## src/rtl/muldiv_pkg.sv

```systemverilog
// Shared encodings, FSM states and latencies for the multiply/divide unit.
// Divide support is compiled in only when MULDIV_DIV_EN is defined.
package muldiv_pkg;

  typedef enum logic [2:0] {
    MD_NONE  = 3'd0,
    MD_MULT  = 3'd1,
    MD_MULTU = 3'd2,
    MD_DIV   = 3'd3,
    MD_DIVU  = 3'd4,
    MD_MTHI  = 3'd5,
    MD_MTLO  = 3'd6,
    MD_RSVD  = 3'd7
  } md_op_e;

  typedef enum logic [1:0] {
    IDLE = 2'd0,
    MUL  = 2'd1,
    DIV  = 2'd2
  } md_state_e;

  localparam int        DATA_W  = 32;
  localparam logic [3:0] MUL_LAT = 4'd5;
  localparam logic [3:0] DIV_LAT = 4'd10;

endpackage

```

## src/rtl/md_div.sv

```systemverilog
// Combinational 32-bit signed/unsigned divider with MIPS-style divide-by-zero
// (HI=dividend, LO=all ones) and INT_MIN/-1 overflow (LO=INT_MIN, HI=0) handling.
module md_div
  import muldiv_pkg::*;
(
  input  logic [DATA_W-1:0] a,
  input  logic [DATA_W-1:0] b,
  input  logic              is_signed,
  output logic [DATA_W-1:0] quo,
  output logic [DATA_W-1:0] rem
);

  logic signed [DATA_W-1:0] sa;
  logic signed [DATA_W-1:0] sb;
  logic                     ovf;

  assign sa  = $signed(a);
  assign sb  = $signed(b);
  assign ovf = is_signed && (a == 32'h8000_0000) && (b == 32'hFFFF_FFFF);

  // Signed / and % already truncate toward zero with remainder following the dividend.
  always_comb begin
    quo = '1;
    rem = a;
    if (b == '0) begin
      quo = '1;
      rem = a;
    end else if (ovf) begin
      quo = 32'h8000_0000;
      rem = '0;
    end else if (is_signed) begin
      quo = sa / sb;
      rem = sa % sb;
    end else begin
      quo = a / b;
      rem = a % b;
    end
  end

endmodule

```

## src/rtl/muldiv_unit.sv

```systemverilog
// Multi-cycle HI/LO multiply/divide unit (mult 5 cycles, div 10 cycles).
// Define MULDIV_DIV_EN to build the divider; otherwise div/divu are ignored.
module muldiv_unit
  import muldiv_pkg::*;
(
  input  logic        clk,
  input  logic        rst_n,
  input  logic [31:0] A,
  input  logic [31:0] B,
  input  logic [2:0]  MDOp_EX,
  input  logic        Start,
  output logic        Busy,
  output logic [31:0] HI,
  output logic [31:0] LO
);

  md_state_e state, state_nxt;
  md_op_e    op;
  logic [3:0]        cnt, cnt_nxt;
  logic              busy_nxt;
  logic [DATA_W-1:0] hi_nxt, lo_nxt;
  logic              capture;
  logic              accept;

  logic [DATA_W-1:0]   a_p0, b_p0;
  logic                signed_p0;
  logic signed [63:0]  a_ext, b_ext, prod;

  assign op     = md_op_e'(MDOp_EX);
  assign accept = Start && !Busy;

  // Extending both operands to 64 bits makes one multiplier serve mult and multu.
  assign a_ext = $signed({{32{signed_p0 & a_p0[31]}}, a_p0});
  assign b_ext = $signed({{32{signed_p0 & b_p0[31]}}, b_p0});
  assign prod  = a_ext * b_ext;

`ifdef MULDIV_DIV_EN
  logic [DATA_W-1:0] quo, rem;

  md_div u_div (
    .a         (a_p0),
    .b         (b_p0),
    .is_signed (signed_p0),
    .quo       (quo),
    .rem       (rem)
  );
`endif

  always_comb begin
    state_nxt = state;
    cnt_nxt   = cnt;
    busy_nxt  = Busy;
    hi_nxt    = HI;
    lo_nxt    = LO;
    capture   = 1'b0;
    case (state)
      IDLE: begin
        busy_nxt = 1'b0;
        if (accept) begin
          case (op)
            MD_MULT, MD_MULTU: begin
              state_nxt = MUL;
              cnt_nxt   = '0;
              busy_nxt  = 1'b1;
              capture   = 1'b1;
            end
`ifdef MULDIV_DIV_EN
            MD_DIV, MD_DIVU: begin
              state_nxt = DIV;
              cnt_nxt   = '0;
              busy_nxt  = 1'b1;
              capture   = 1'b1;
            end
`endif
            MD_MTHI: hi_nxt = A;
            MD_MTLO: lo_nxt = A;
            default: ;
          endcase
        end
      end
      MUL: begin
        if (cnt == MUL_LAT - 4'd1) begin
          state_nxt = IDLE;
          busy_nxt  = 1'b0;
          hi_nxt    = prod[63:32];
          lo_nxt    = prod[31:0];
        end else begin
          cnt_nxt = cnt + 4'd1;
        end
      end
`ifdef MULDIV_DIV_EN
      DIV: begin
        if (cnt == DIV_LAT - 4'd1) begin
          state_nxt = IDLE;
          busy_nxt  = 1'b0;
          hi_nxt    = rem;
          lo_nxt    = quo;
        end else begin
          cnt_nxt = cnt + 4'd1;
        end
      end
`endif
      default: begin
        state_nxt = IDLE;
        busy_nxt  = 1'b0;
      end
    endcase
  end

  always_ff @(posedge clk) begin
    if (!rst_n) begin
      state <= IDLE;
      cnt   <= '0;
      Busy  <= 1'b0;
      HI    <= '0;
      LO    <= '0;
    end else begin
      state <= state_nxt;
      cnt   <= cnt_nxt;
      Busy  <= busy_nxt;
      HI    <= hi_nxt;
      LO    <= lo_nxt;
    end
  end

  // Operand capture stage: frozen for the whole operation so forwarding changes cannot leak in.
  always_ff @(posedge clk) begin
    if (capture) begin
      a_p0      <= A;
      b_p0      <= B;
      signed_p0 <= (op == MD_MULT) || (op == MD_DIV);
    end
  end

endmodule
```

## config.mk

```make
export PLATFORM = sky130hd
export DESIGN_NAME = muldiv_unit
export DESIGN_NICKNAME = d
export VERILOG_FILES = /design/src/rtl/muldiv_pkg.sv /design/src/rtl/md_div.sv /design/src/rtl/muldiv_unit.sv
export SDC_FILE = /design/constraint.sdc
export NUM_CORES = 2
export LEC_CHECK = 0
export CAP_MARGIN = 20
export CORE_MARGIN = 10
export CORE_UTILIZATION = 59
export CTS_CLUSTER_DIAMETER = 100
export DETAILED_ROUTE_END_ITERATION = 16
export PLACE_DENSITY = 0.87
export SYNTH_ARGS = -nofsm -noshare
export SYNTH_HDL_FRONTEND = slang
export SYNTH_SLANG_ARGS = --single-unit
```

## constraint.sdc

```tcl
create_clock -name clk -period 9.6 [get_ports clk]
set_input_delay 1.92 -clock clk [delete_from_list [all_inputs] [get_ports clk]]
set_output_delay 1.92 -clock clk [all_outputs]
set_load 0.02 [all_outputs]
```

Word level (Yosys, flattened, before mapping)

Cells that the tools add are included.

Word-level logic and storage cells: 56
Register bits: 136
Output and inout port bits: 65

Bitwise operators: 2
Mux-type cells: 21
Reduce and logical (&&, ||, !) cells: 10
$add $sub $neg: 1
Multiply operators: 1
Eq/ne operators: 13

Operators by type and width:

| kind                | count |
|---|---|
| $mux 32             | 6 |
| $pmux 32 s2         | 2 |
| $mul 33x33->64      | 1 |
| $mux 4              | 3 |
| $reduce_and 4->1    | 3 |
| $pmux 4 s2          | 1 |
| $eq 3x2->1 const B  | 2 |
| $eq 3x3->1 const B  | 2 |
| $mux 2              | 3 |
| $ne 2x1->1 const B  | 3 |
| $ne 2x2->1 const B  | 3 |
| $add 4x1->4 const B | 1 |
| $eq 4x3->1 const B  | 1 |
| $mux 1              | 4 |
| $pmux 2 s2          | 1 |
| $eq 3x1->1 const B  | 1 |
| $reduce_and 3->1    | 1 |
| $and 1x1->1         | 2 |
| $eq 2x1->1 const B  | 1 |
| $logic_not 2->1     | 1 |
| $pmux 1 s2          | 1 |
| $reduce_bool 2->1   | 1 |
| $reduce_or 2->1     | 1 |
| $logic_and 1x1->1   | 1 |
| other kinds (2)     | 2 |

Logic depth before layout (Yosys ltp)

Depth in word-level cells: 5
Depth in mapped cells: 30

Least setup slack after synthesis

Ideal clock, no wire load.

Kind: input to register
Start: in MDOp_EX[2]
End: reg cnt[1]
Stages: 4
Data arrival time: 9.408 ns
Slack: 0.064 ns
Required time: 9.472 ns
Cells stage by stage: nor4_1 -> nor2_1 -> a22oi_1 -> nor2_1

Longest elaborated chain between the ends: 4
Elaborated cells on any way between the ends: 5

Ends and longest elaborated chain:

| what                                            | RTL line           | text |
|---|---|---|
| from (decl)                                     | muldiv_unit.sv:10  | `input logic [2:0] MDOp_EX,` |
| $eq 3x1->1 / $eq 3x2->1 (equally long branches) | muldiv_unit.sv:60  | `case (op)` |
| $reduce_or 2->1 (*)                             | muldiv_unit.sv:60  |  |
| $ne 2x1->1 (no source line) (*)                 | --                 |  |
| $reduce_and 4->1 (no source line) (*)           | --                 |  |
| to (signal assigned)                            | muldiv_unit.sv:119 | `cnt <= cnt_nxt;` |
| to (decl)                                       | muldiv_unit.sv:19  | `logic [3:0] cnt, cnt_nxt;` |

Mark *: on every way between the ends. The rest lies on a longest branch, timed or not.
A chain may end at the register's enable or synchronous reset.

Worst setup path in the final report

Start: reg a_p0[14]
End: reg HI[26]

Longest elaborated chain between the ends: 3

Ends and longest elaborated chain:

| what                   | RTL line           | text |
|---|---|---|
| from (decl)            | muldiv_unit.sv:25  | `logic [DATA_W-1:0] a_p0, b_p0;` |
| from (signal assigned) | muldiv_unit.sv:129 | `a_p0 <= A;` |
| $mul 33x33->64         | muldiv_unit.sv:35  | `assign prod = a_ext * b_ext;` |
| $mux 32                | muldiv_unit.sv:82  | `if (cnt == MUL_LAT - 4'd1) begin` |
| $pmux 32 s2            | muldiv_unit.sv:56  | `case (state)` |
| to (signal assigned)   | muldiv_unit.sv:121 | `HI <= hi_nxt;` |
| to (decl)              | muldiv_unit.sv:13  | `output logic [31:0] HI,` |

Every way passes these cells. The select of a mux whose other input is x is not followed.

==> flow_metrics.env <==
export IMPL_cp_data_required_time_ns=10.00
export IMPL_worstPathArrival_ns=9.21
export IMPL_core_mm2=0.0719
export IMPL_critPathLaunchType="flip-flop"
export IMPL_globalplace_congestion=0.939
export IMPL_fin_setup_tns_ns=0
export IMPL_critical_path_class="flip-flop to flip-flop"
export IMPL_num_rows=98
export IMPL_fin_util_pct=64.0
export IMPL_cts_tree="built"
export IMPL_die_h_um=290
export IMPL_worst_slew_pin_slew_ns=1.20
export IMPL_synth_seq_area_share_pct=7.80
export IMPL_rsz0062_at_grt="no"
export IMPL_track_usage_pct=28.8
export IMPL_via_per_inst=5.79
export IMPL_finalCritPeriodShare_pct=91.8
export IMPL_grt_pass1_vias=36000
export IMPL_dp_final_hpwl_um=97400
export IMPL_outcome="complete, no violations"
export IMPL_drive_above_1_share_pct=3.41
export IMPL_clock_skew_ns=0.0238
export IMPL_setup_viol_count_final=0
export IMPL_dieWidth_um=290
export IMPL_r2r_start="a_p0[14]"
export IMPL_clockBufferDepth=2
export IMPL_grt_antenna_before_repair=5
export IMPL_cts_root_buf="clkbuf_16"
export IMPL_synthCells=4604
export IMPL_cts_buffers=17
export IMPL_detailedPlace_worstSlack_ns=0.982
export IMPL_reg2reg_slack_ns=0.79
export IMPL_cts_hold_buf=0
export IMPL_reg2reg_depth=25
export IMPL_syn_area_mm2=0.0430
export IMPL_final_cell_mix="inv_1, fa_1, nand2_1"
export IMPL_finalWorstSetupSlack_ns=0.787
export IMPL_antenna_left=0
export IMPL_firstDrtPassIters=8
export IMPL_io_buffers=134
export IMPL_slew_violations=0
export IMPL_wl_per_cell_um=21.4
export IMPL_drc=0
export IMPL_clk_latency_ns=0.49
export IMPL_cap_violations=0
export IMPL_min_period_ns=8.81
export IMPL_grt_pass1_wl_um=191000
export IMPL_ys_flop_type="dfxtp_1"
export IMPL_cts_resized=0
export IMPL_area_delta_synth_final_pct=6.92
export IMPL_vias=32200
export IMPL_start_util_pct=59.9
export IMPL_synth_edf_count=65
export IMPL_grt_max_degree=75
export IMPL_path_max_fanout=17
export IMPL_yosysUniqueCellTypes=69
export IMPL_r2r_end="HI[26]"
export IMPL_cp_end_kind="flip-flop"
export IMPL_num_io_pins=135
export IMPL_h_tree_depth=4
export IMPL_cts_sinks=135
export IMPL_syn_num_nets=6013
export IMPL_yosysWarnings=0
export IMPL_final_common_cell="inv_1"
export IMPL_synth_async_reset_ratio_pct=0
export IMPL_fmax_mhz=113
export IMPL_initialDrtViolationCount=3022
export IMPL_synth_seq_cells=135
export IMPL_path_clk_slew_ns=0.08
export IMPL_postSynthAreaPerCell_um2=9.34
export IMPL_startpoint="a_p0[14]"
export IMPL_fp_dieArea_mm2=0.0841
export IMPL_hold_violations=0
export IMPL_holdWs_ns=0.488
export IMPL_postCtsSetupBuffers=0
export IMPL_finalWirelength_um=119000
export IMPL_max_slew_margin_rel_pct=20.2
export IMPL_fin_nets=5999
export IMPL_hp_class="flip-flop to flip-flop"
export IMPL_grt_overflow_total=0
export IMPL_cp_endpoint="HI[26]"
per-layer routing:
metal  part of all wire (%)  wire, um  up-vias  track usage (%)
li1                       -         -    13300                -
met1                     33     39600    16400             33.4
met2                     50     59400     1897             48.3
met3                    9.1     10800      535             5.54
met4                    7.5      8950        0             18.7
met5                      0         0        -                0
sequential cells by signal, summed over array words and instances, names as in the netlist:
name	cells
b_p0	32
Busy	1
signed_p0	1
state	1
LO	32
a_p0	32
HI	32
cnt	4
how the worst min path moves through the flow:
stage               depth (start not counted)     end  slack, ns    from
floorplan                                   2  cnt[2]       0.50  cnt[2]
global placement                            2   LO[7]       0.46   LO[7]
detailed placement                          2  HI[10]       0.47  HI[10]
CTS                                         2  HI[17]       0.48  HI[17]
global route                                2   LO[7]       0.52   LO[7]
finish                                      2   LO[7]       0.49   LO[7]
worst max-delay path: stages, from the launching register on:
cell and delay (ns):
edfxtp_1 1.05, buf_4 0.35, nand2_1 0.10, fa_1 0.48
fa_1 0.55, inv_1 0.05, fa_1 0.47, inv_1 0.05
fa_1 0.51, inv_1 0.07, fa_1 0.49, fa_1 0.51
fa_1 0.50, inv_1 0.05, fa_1 0.52, inv_1 0.06
ha_1 0.44, and3_1 0.27, and2_1 0.19, nand4_1 0.12
o21ai_0 0.64, a2111oi_0 0.24, nor3_1 0.42, a21oi_1 0.14
xor2_1 0.16, a221oi_1 0.29
metrics by stage:
| stage | instances | area [um^2] |
|---|---|---|
| after global placement | 5517 | 45200 |
| after global routing | 5553 | 46000 |
| after CTS | 5549 | 45900 |
| after floorplan | 4604 | 43000 |
| after detailed placement | 5517 | 45200 |
| final | 5554 | 46000 |
cell usage after synthesis (all sizes together) (2+ instances only):
master  number  share of area (%)
buf          8              0.081
o211a        3              0.070
fa        1125                 52
or2          9               0.13
xnor2       53                1.1
mux2i       29               0.67
nand3       15               0.17
nand2b       7               0.10
a211oi      21               0.39
inv       1131                9.9
nand2      741                6.5
o21ai       74               0.90
nor3b        7               0.12
or3          4              0.081
and3        27               0.40
a221o        2              0.047
nand4       19               0.28
and2       347                5.0
edfxtp      65                4.5
o21bai      19               0.33
a21oi      112                1.4
a221oi      10               0.23
a31oi       14               0.20
o31ai        7               0.18
nor4         5              0.087
o22ai        6              0.087
o211ai      11               0.19
mux2         2              0.052
xor2        25               0.51
dfxtp       70                3.3
nor2b       11               0.16
a21o        40               0.70
nor2        83               0.72
ha         214                6.2
nor3         8              0.093
o21a        12               0.21
clkbuf     249                2.2
layout make-up:
type	instances	area (um^2)
antenna	1	2.50
sequential	135	3350
fill	5421	25900
clock inverter	15	203
inverter	1132	4250
clock buffer	17	425
tap	950	1190
timing repair buffer	224	2110
multi-input combinational	3080	34400
cells by family (layout without fill, tap and decap cells):
logic type                 Yosys count  in the layout  share of synthesized area, %
DFF                                135            135                          7.80
xor gates and xnor gates            78             78                          1.59
AOI/OAI and AO/OA                  345            345                          5.20
adders and majority gates         1339           1339                          58.6
buffers and inverters             1389           1388                          12.1
other                                0              1                             0
muxes                               31             31                         0.727
and+or+nand+nor                   1287           1287                          14.0
Power is left out: the tool's default activity adds up to more than one toggle a clock period on the data nets, which glitch-free logic cannot reach.
